`src/rtl/div_seq.sv`:
```
// Sequential shift-subtract divider: one quotient bit per clock, busy/done/ack handshake, divide-by-zero flag.
// Optional signed mode (magnitude arithmetic plus a FIXUP state) is compiled in with `define DIV_SEQ_SIGNED_EN.
module div_seq #(
    parameter int WIDTH = 32,
    parameter int CNT_W = $clog2(WIDTH + 1)
) (
    input  logic             clk,
    input  logic             rst,
    input  logic             start,
    input  logic             ack,
    input  logic             is_signed,
    input  logic [WIDTH-1:0] dividend,
    input  logic [WIDTH-1:0] divisor,
    output logic             busy,
    output logic             done,
    output logic             div_by_zero,
    output logic [WIDTH-1:0] quotient,
    output logic [WIDTH-1:0] remainder
);

    typedef enum logic [3:0] {
        S_IDLE  = 4'b0001,
        S_CALC  = 4'b0010,
`ifdef DIV_SEQ_SIGNED_EN
        S_FIXUP = 4'b0100,
`endif
        S_DONE  = 4'b1000
    } state_t;

    localparam logic [CNT_W-1:0] CNT_LAST = CNT_W'(WIDTH);
    localparam logic [CNT_W-1:0] CNT_ONE  = {{(CNT_W-1){1'b0}}, 1'b1};
    localparam logic [WIDTH-1:0] ZERO_W   = {WIDTH{1'b0}};
    localparam logic [WIDTH-1:0] ONES_W   = {WIDTH{1'b1}};

    state_t           state_r;
    state_t           state_s;
    logic [WIDTH-1:0] pr_r;
    logic [WIDTH-1:0] q_r;
    logic [WIDTH-1:0] d_r;
    logic [CNT_W-1:0] cnt_r;
    logic             zero_r;
    logic             busy_r;
    logic             done_r;
    logic             dbz_r;
    logic [WIDTH-1:0] quotient_r;
    logic [WIDTH-1:0] remainder_r;

    logic [WIDTH:0]   t_s;
    logic [WIDTH-1:0] diff_s;
    logic             ge_s;
    logic             last_s;
    logic             zero_div_s;
    logic [WIDTH-1:0] a_mag_s;
    logic [WIDTH-1:0] b_mag_s;

`ifdef DIV_SEQ_SIGNED_EN
    logic             neg_q_r;
    logic             neg_r_r;
    logic             sa_s;
    logic             sb_s;

    function automatic logic [WIDTH-1:0] twos_neg(input logic [WIDTH-1:0] v);
        return ~v + {{(WIDTH-1){1'b0}}, 1'b1};
    endfunction

    // Operand magnitudes and sign bits captured at start
    always_comb begin
        sa_s    = is_signed & dividend[WIDTH-1];
        sb_s    = is_signed & divisor[WIDTH-1];
        a_mag_s = dividend;
        b_mag_s = divisor;
        if (sa_s) begin
            a_mag_s = twos_neg(dividend);
        end else begin
            a_mag_s = dividend;
        end
        if (sb_s) begin
            b_mag_s = twos_neg(divisor);
        end else begin
            b_mag_s = divisor;
        end
    end
`else
    logic unused_is_signed_s;

    // Unsigned-only build: operands pass straight through, is_signed has no effect
    always_comb begin
        unused_is_signed_s = is_signed;
        a_mag_s            = dividend;
        b_mag_s            = divisor;
    end
`endif

    // One shift-subtract step; t is WIDTH+1 bits so the compare cannot overflow
    always_comb begin
        t_s        = {pr_r, q_r[WIDTH-1]};
        ge_s       = (t_s >= {1'b0, d_r});
        diff_s     = t_s[WIDTH-1:0] - d_r;
        last_s     = (cnt_r == CNT_LAST);
        zero_div_s = (divisor == ZERO_W);
    end

    // State register
    always_ff @(posedge clk) begin
        if (rst) begin
            state_r <= S_IDLE;
        end else begin
            state_r <= state_s;
        end
    end

    // Next-state logic
    always_comb begin
        state_s = state_r;
        case (state_r)
            S_IDLE: begin
                if (start) begin
                    state_s = S_CALC;
                end else begin
                    state_s = S_IDLE;
                end
            end
            S_CALC: begin
                if (zero_r) begin
                    state_s = S_DONE;
                end else if (last_s) begin
`ifdef DIV_SEQ_SIGNED_EN
                    state_s = S_FIXUP;
`else
                    state_s = S_DONE;
`endif
                end else begin
                    state_s = S_CALC;
                end
            end
`ifdef DIV_SEQ_SIGNED_EN
            S_FIXUP: begin
                state_s = S_DONE;
            end
`endif
            S_DONE: begin
                if (ack) begin
                    state_s = S_IDLE;
                end else begin
                    state_s = S_DONE;
                end
            end
            default: begin
                state_s = S_IDLE;
            end
        endcase
    end

    // Handshake flags registered from the next state so they align with it
    always_ff @(posedge clk) begin
        if (rst) begin
            busy_r <= 1'b0;
            done_r <= 1'b0;
        end else begin
            busy_r <= (state_s != S_IDLE);
            done_r <= (state_s == S_DONE);
        end
    end

    // Datapath: operand capture, iteration, and result registers
    always_ff @(posedge clk) begin
        if (rst) begin
            pr_r        <= ZERO_W;
            q_r         <= ZERO_W;
            d_r         <= ZERO_W;
            cnt_r       <= {CNT_W{1'b0}};
            zero_r      <= 1'b0;
            dbz_r       <= 1'b0;
            quotient_r  <= ZERO_W;
            remainder_r <= ZERO_W;
`ifdef DIV_SEQ_SIGNED_EN
            neg_q_r     <= 1'b0;
            neg_r_r     <= 1'b0;
`endif
        end else begin
            case (state_r)
                S_IDLE: begin
                    if (start) begin
                        // A zero divisor keeps the raw dividend for the remainder output
                        q_r    <= zero_div_s ? dividend : a_mag_s;
                        d_r    <= b_mag_s;
                        pr_r   <= ZERO_W;
                        cnt_r  <= {CNT_W{1'b0}};
                        zero_r <= zero_div_s;
`ifdef DIV_SEQ_SIGNED_EN
                        neg_q_r <= sa_s ^ sb_s;
                        neg_r_r <= sa_s;
`endif
                    end
                end
                S_CALC: begin
                    if (zero_r) begin
                        quotient_r  <= ONES_W;
                        remainder_r <= q_r;
                        dbz_r       <= 1'b1;
                    end else if (last_s) begin
                        dbz_r <= 1'b0;
`ifndef DIV_SEQ_SIGNED_EN
                        quotient_r  <= q_r;
                        remainder_r <= pr_r;
`endif
                    end else begin
                        q_r   <= {q_r[WIDTH-2:0], ge_s};
                        pr_r  <= ge_s ? diff_s : t_s[WIDTH-1:0];
                        cnt_r <= cnt_r + CNT_ONE;
                    end
                end
`ifdef DIV_SEQ_SIGNED_EN
                S_FIXUP: begin
                    quotient_r  <= neg_q_r ? twos_neg(q_r) : q_r;
                    remainder_r <= neg_r_r ? twos_neg(pr_r) : pr_r;
                end
`endif
                default: begin
                    zero_r <= zero_r;
                end
            endcase
        end
    end

    assign busy        = busy_r;
    assign done        = done_r;
    assign div_by_zero = dbz_r;
    assign quotient    = quotient_r;
    assign remainder   = remainder_r;

endmodule

```
`config.mk`:
```
export PLATFORM = sky130hd
export DESIGN_NAME = div_seq
export DESIGN_NICKNAME = d
export VERILOG_FILES = /design/src/rtl/div_seq.sv
export SDC_FILE = /design/constraint.sdc
export NUM_CORES = 1
export LEC_CHECK = 0
export ABC_CLOCK_PERIOD_IN_PS = 2500
export CELL_PAD_IN_SITES_DETAIL_PLACEMENT = 2
export CELL_PAD_IN_SITES_GLOBAL_PLACEMENT = 2
export CORE_ASPECT_RATIO = 1.4
export CORE_MARGIN = 2
export CORE_UTILIZATION = 28
export CTS_CLUSTER_DIAMETER = 200
export DETAILED_ROUTE_END_ITERATION = 10
export PLACE_DENSITY = 0.74
export SYNTH_ARGS = -nofsm -noshare
export SYNTH_HDL_FRONTEND = slang
export SYNTH_SLANG_ARGS = --single-unit
```
`constraint.sdc`:
```
create_clock -name clk -period 2.5 [get_ports clk]
set_input_delay 0.625 -clock clk [delete_from_list [all_inputs] [get_ports clk]]
set_output_delay 0.625 -clock clk [all_outputs]
set_load 0.005 [all_outputs]
```
==> impl_metrics.env, run 1 <==
export IMPL_p_seq_share_pct=39.2
export IMPL_synth_top_family_by_area="compound AO/OA/AOI/OAI gates"
export IMPL_critPathBufInv=5
export IMPL_crit_top_cell="nand2_2"
export IMPL_grt_pass1_vias=10098
export IMPL_maxSlewViolCount=0
export IMPL_regArea_um2=3490
export IMPL_route_met3_wl_um=1650
export IMPL_tritoncts="built"
export IMPL_synthArstFlopShare_pct=0
export IMPL_pin_count=136
export IMPL_synthMuxAreaShare_pct=4.25
export IMPL_synth_warnings=0
export IMPL_ys_ff_latch=173
export IMPL_startpoint_type="flop"
export IMPL_finalSetupViolations=33
export IMPL_drt_iter0_drc=724
export IMPL_p_sw_share_pct=32.1
export IMPL_cap_viol_max_count=0
export IMPL_crit_chain="inv_1, ha_4, buf_4, nand2_2, nor4_2, nand2_2, o21ai_4, a31oi_2, o31a_1, buf_6, buf_8, buf_12, nor2_4, a21oi_2, o21ai_1"
export IMPL_ir_drop_v=0.000452
export IMPL_fmax_mhz=349
export IMPL_yosysSeqAreaShare_pct=40.8
export IMPL_yosys_area_share_simple_pct=18.3
export IMPL_finalCritPeriodShare_pct=114
export IMPL_syn_nets=1157
export IMPL_cpLargestDelayFamily="compound AO/OA/AOI/OAI gates"
export IMPL_routed_via_count=9410
export IMPL_pwr_share_comb_pct=23.8
export IMPL_synth_xor_area_share_pct=3.41
export IMPL_dp_hpwl_um=24400
export IMPL_clkPwrFrac_pct=37.0
export IMPL_fillCellCount=3166
export IMPL_clock_root_buffer="clkbuf_16"
export IMPL_wl_met1_um=16700
export IMPL_final_area_um2=13000
export IMPL_area_growth_pct=53.5
export IMPL_h_tree_depth=4
export IMPL_cp_required_ns=2.86
export IMPL_failed_checks="setup timing"
export IMPL_synthDistinctLibCells=52
export IMPL_final_net_count=1391
export IMPL_antenna_found_initial=1
export IMPL_grt_setup_unrepaired="true"
export IMPL_dieArea_um2=31700
export IMPL_status="complete, but fails checks"
export IMPL_yosys_most_used_dff="dfxtp_1"
export IMPL_hp_class="primary input to flop"
export IMPL_avgSynthCellArea_um2=8.05
export IMPL_drc_errors=0
export IMPL_cts_sink_count=173
export IMPL_cts_inserted_buffers=17
export IMPL_grt_use_total_pct=24.5
export IMPL_port_buffers=134
export IMPL_multi_input_area_um2=5540
export IMPL_overflow=0
export IMPL_synth_adder_area_share_pct=5.25
export IMPL_synthCells=1053
export IMPL_clock_skew_ns=0.0180
export IMPL_final_hold_violation_count=0
export IMPL_ctsHoldBuffers=0
export IMPL_synth_compound_area_share_pct=22.5
export IMPL_slew_headroom_pct=57.4
export IMPL_setup_slack_ns=-0.362
export IMPL_netlist_area_um2=8480
export IMPL_gp_congestion=0.840
export IMPL_antenna_left=0
export IMPL_path_max_fanout=5
export IMPL_viasPerCell=5.58
export IMPL_tightest_slew_ns=0.638
export IMPL_wl_met2_um=23900
export IMPL_die_w_um=151
export IMPL_power_density_nw_per_um2=574
export IMPL_drt_pre_antenna_iters=8
export IMPL_fp_coreArea_um2=29900
export IMPL_p_leak_nw=4.78
export IMPL_p_int_mw=5.08
export IMPL_grt_max_degree=136
export IMPL_end_kind="flop"
export IMPL_fp_dieH_um=210
export IMPL_ctsLongestPathBuffers=2
export IMPL_crit_type="flop to flop"
export IMPL_cpMaxStageDelayCell="nor4_2"
export IMPL_path_clk_slew_ns=0.08
export IMPL_placed_area_um2=11000
export IMPL_layout_drive_gt1_share_pct=26.9
export IMPL_period_needed_ns=2.86
export IMPL_highest_layer="met4"
export IMPL_clock_latency_ns=0.47
export IMPL_switchingPower_mw=2.40
export IMPL_hold_worst_slack_ns=0.458
export IMPL_start_util_pct=28.3
export IMPL_wirelength_um=44600
export IMPL_wl_per_cell_um=26.5
export IMPL_synth_edf_count=0
export IMPL_worstPathArrival_ns=3.22
export IMPL_row_count=75
export IMPL_max_stage_delay_ns=0.36
export IMPL_grt_pass1_wl_um=59300
[cells in the final DEF (no fill, tap or decap), types with 6 or more instances in the layout]
cell type	instances
nand2_1	176
dfxtp_1	153
clkdlybuf4s50_1	133
buf_4	131
nor2_1	91
a21oi_1	61
inv_1	38
a31oi_1	35
mux2i_1	34
a211oi_1	33
o21ai_1	32
a222oi_1	32
ha_4	24
a21oi_2	23
clkbuf_16	20
dfxtp_2	20
xor2_1	18
nor2_4	17
a21o_1	15
a21oi_4	13
xnor2_1	13
nand3_1	9
nor3_1	9
nand2_2	9
ha_1	9
buf_12	9
nand4_1	8
o21ai_0	8
nor4_1	8
inv_2	6
nand2b_1	6
[layout make-up]
| class | instances | share of cell area, % |
|---|---|---|
| tap | 385 | 3.70 |
| antenna | 1 | 0.0192 |
| sequential | 173 | 26.8 |
| clock inverter | 13 | 1.01 |
| inverter | 45 | 1.32 |
| clock buffer | 19 | 3.48 |
| multi-input combinational | 764 | 42.5 |
| timing repair buffer | 286 | 21.2 |
[synth_stat cells (4+ instances only)]
cell type	count	area (µm²)
a211oi_1	34	255
a21o_1	15	113
a21oi_1	96	480
a222oi_1	32	320
a22oi_1	4	30.0
a31oi_1	37	231
a32oi_1	7	61.3
and3_1	4	25.0
clkbuf_1	64	240
dfxtp_1	173	3460
ha_1	34	425
inv_1	44	165
mux2i_1	36	360
nand2_1	185	694
nand2b_1	7	43.8
nand3_1	11	55.1
nand4_1	8	50.1
nor2_1	111	417
nor2b_1	5	31.3
nor3_1	14	70.1
nor4_1	10	62.6
o21ai_0	31	155
o21ai_1	15	75.1
xnor2_1	15	131
xor2_1	18	158
[power by group through the flow]
stage | Combinational [mW] | Sequential, mW | Clock (mW)
floorplan | 0.672 | 2.95 | 0
global placement | 1.15 | 2.97 | 0
detailed placement | 1.18 | 2.98 | 0
CTS | 1.46 | 2.92 | 2.76
global route | 1.86 | 2.94 | 2.89
finish | 1.78 | 2.93 | 2.77
[metal layers]
layer	up-vias	track usage, %
met1	4763	27.4
met4	0	10.2
li1	4217	-
met2	308	46.0
met3	122	3.00
met5	-	0
[stage by stage]
stage                     instances  setup WS [ns]  total power [mW]  util [%]  setup TNS, ns
after floorplan                1053        0.00320              3.62         -              0
after global placement         1624         -0.157              4.12      36.9          -2.37
after detailed placement       1624         -0.263              4.15      36.9          -4.28
after CTS                      1672         -0.108              7.13      41.5         -0.549
after global routing           1686         -0.391              7.70      43.5         -10.59
final                          1686         -0.362              7.48      43.5          -7.42
[worst register-to-register path, delay by kind of cell, from the launching register on]
kind / cells / cell delay (ns)
buffers and inverters: 5 / 0.67
and+or+nand+nor: 4 / 0.70
AOI/OAI and AO/OA: 5 / 0.73
adders and majority gates: 1 / 0.30
DFF: 1 / 0.35
[state kept, by name, summed over array words and instances (netlist names)]
| name | cells |
|---|---|
| remainder | 32 |
| cnt_r | 6 |
| q_r | 32 |
| busy | 1 |
| done | 1 |
| quotient | 32 |
| state_r | 3 |
| pr_r | 32 |
| zero_r | 1 |
| d_r | 32 |
| div_by_zero | 1 |
[timing repair]
| action | 4_1_cts | 5_1_grt |
|---|---|---|
| setup buffers | 12 | 10 |
| pin swaps | 30 | 43 |
| resized for setup | 131 | 108 |
| endpoints found under the setup margin | 33 | 33 |
| cloned | 4 | 3 |
| endpoints found under the hold margin | 0 | 0 |
[kinds of logic (layout without fill, tap and decap cells)]
group                    count (synthesis)  after routing
AO/OA/AOI/OAI                          291            291
XOR/XNOR                                33             33
adder cells (fa/ha/maj)                 35             35
buffers and inverters                  116            363
flip-flops                             173            173
multiplexers                            36             36
other                                    0              1
AND/OR/NAND/NOR                        369            369
[final timing paths]
check	startpoint	to	slack, ns	depth (start not counted)
setup / recovery	d_r[12]	pr_r[10]	-0.36	15
hold / removal	rst	zero_r	0.46	2
setup reg to reg	d_r[12]	pr_r[10]	-0.36	15
hold reg to reg	d_r[30]	d_r[30]	0.46	2
No activity file was read; power rests on OpenSTA's default activity.
==> run 2: changes to the inputs <==
- CORE_MARGIN: 2 -> 8
- CTS_CLUSTER_SIZE: default -> 10
==> impl_metrics.env, run 2 (synthesized netlist as in run 1, its figures left out) <==
export IMPL_gp_congestion=0.842
export IMPL_clock_skew_ns=0.0130
export IMPL_dieArea_um2=36200
export IMPL_die_w_um=163
export IMPL_period_needed_ns=2.80
export IMPL_fmax_mhz=357
export IMPL_critPathBufInv=3
export IMPL_fp_coreArea_um2=29900
export IMPL_tritoncts="built"
export IMPL_layout_drive_gt1_share_pct=21.7
export IMPL_fillCellCount=3268
export IMPL_end_kind="flop"
export IMPL_final_hold_violation_count=0
export IMPL_tightest_slew_ns=1.27
export IMPL_status="complete, but fails checks"
export IMPL_viasPerCell=5.37
export IMPL_drc_errors=0
export IMPL_place_inst=1628
export IMPL_start_util_pct=28.3
export IMPL_overflow=0
export IMPL_drt_iter0_drc=449
export IMPL_layout_common_cells="nand2_1, dfxtp_1, clkdlybuf4s50_1, buf_4, nor2_1"
export IMPL_wl_per_cell_um=23.1
export IMPL_clock_latency_ns=0.45
export IMPL_dp_hpwl_um=25600
export IMPL_ir_drop_v=0.000386
export IMPL_p_leak_nw=4.58
export IMPL_layout_commonest_cell="nand2_1"
export IMPL_maxSlewViolCount=0
export IMPL_cts_sink_count=173
export IMPL_slew_headroom_pct=15.5
export IMPL_area_growth_pct=46.8
export IMPL_antenna_left=0
export IMPL_pin_count=136
export IMPL_routed_via_count=8970
export IMPL_pre_cts_slack_ns=-0.315
export IMPL_hp_class="flop to flop"
export IMPL_power_density_nw_per_um2=572
export IMPL_drt_pre_antenna_iters=8
export IMPL_setup_tns_final_ns=-4.85
export IMPL_final_net_count=1376
export IMPL_placed_area_um2=11100
export IMPL_cap_viol_max_count=0
export IMPL_grt_use_total_pct=19.3
export IMPL_power_mw=7.12
export IMPL_ctsLongestPathBuffers=2
export IMPL_crit_chain="inv_1, ha_4, nand2b_4, a21oi_2, o211ai_4, o41ai_4, a21oi_2, o31a_1, buf_6, clkbuf_16, nor2_1, a21oi_1, o21ai_0"
export IMPL_grt_pass1_vias=9793
export IMPL_finalCritPeriodShare_pct=112
export IMPL_cts_inserted_buffers=17
export IMPL_hold_worst_slack_ns=0.458
export IMPL_cp_required_ns=2.88
export IMPL_cpLargestDelayFamily="compound AO/OA/AOI/OAI gates"
export IMPL_grt_max_degree=104
export IMPL_antenna_found_initial=1
export IMPL_max_stage_delay_ns=0.37
export IMPL_h_tree_depth=4
export IMPL_path_max_fanout=6
export IMPL_row_count=75
export IMPL_crit_top_cell="a21oi_2"
export IMPL_crit_type="flop to flop"
export IMPL_final_area_um2=12400
export IMPL_setup_slack_ns=-0.299
export IMPL_startpoint_type="flop"
export IMPL_worstPathArrival_ns=3.18
export IMPL_grt_setup_unrepaired="true"
export IMPL_port_buffers=134
export IMPL_path_clk_slew_ns=0.08
export IMPL_finalNonFillerCells=1671
export IMPL_failed_checks="setup timing"
export IMPL_cpMaxStageDelayCell="o41ai_4"
export IMPL_clock_root_buffer="clkbuf_16"
export IMPL_finalSetupViolations=33
export IMPL_wirelength_um=38600
export IMPL_final_util_pct=41.6
export IMPL_fp_dieH_um=222
export IMPL_grt_pass1_wl_um=55000
-- run 2: layer usage --
layer	part of all wire (%)	GRT usage [%]
met1	39	20.8
met3	3.0	2.47
met5	0	0
met2	53	36.0
met4	4.9	9.35
-- run 2: path summary, 6_finish.rpt --
check | from | to | slack, ns | depth (start not counted)
worst min register to register | d_r[26] | d_r[26] | 0.46 | 2
worst max-delay path | d_r[1] | pr_r[5] | -0.30 | 13
worst min-delay path | d_r[26] | d_r[26] | 0.46 | 2
worst max register to register | d_r[1] | pr_r[5] | -0.30 | 13
-- run 2: worst min-delay path, stage by stage, from the launching register on --
cell,delay (ns)
dfxtp_2,0.32
nand2_1,0.05
a21oi_1,0.05
-- run 2: power breakdown --
| part | total, mW | switching, mW | internal, mW |
|---|---|---|---|
| clock network | 2.73 | 1.28 | 1.45 |
| logic | 1.47 | 0.804 | 0.664 |
| registers | 2.92 | 0.0824 | 2.84 |
-- run 2: what timing repair did --
| action | in CTS | in global routing |
|---|---|---|
| endpoints found under the hold margin | 0 | 0 |
| setup endpoints to repair | 33 | 33 |
| resized for setup | 62 | 74 |
| hold buffers | 0 | 0 |
| pin swaps | 11 | 21 |
| gates cloned | 0 | 2 |
| setup buffers | 3 | 5 |
-- run 2: final cells by class --
type | count | area, µm² | share of cell area, %
clock buffer | 20 | 457 | 3.67
tap | 385 | 482 | 3.87
antenna | 1 | 2.50 | 0.0201
clock inverter | 12 | 124 | 0.995
sequential | 173 | 3480 | 27.9
timing repair buffer | 271 | 2530 | 20.3
inverter | 45 | 171 | 1.38
multi-input combinational | 764 | 5200 | 41.8
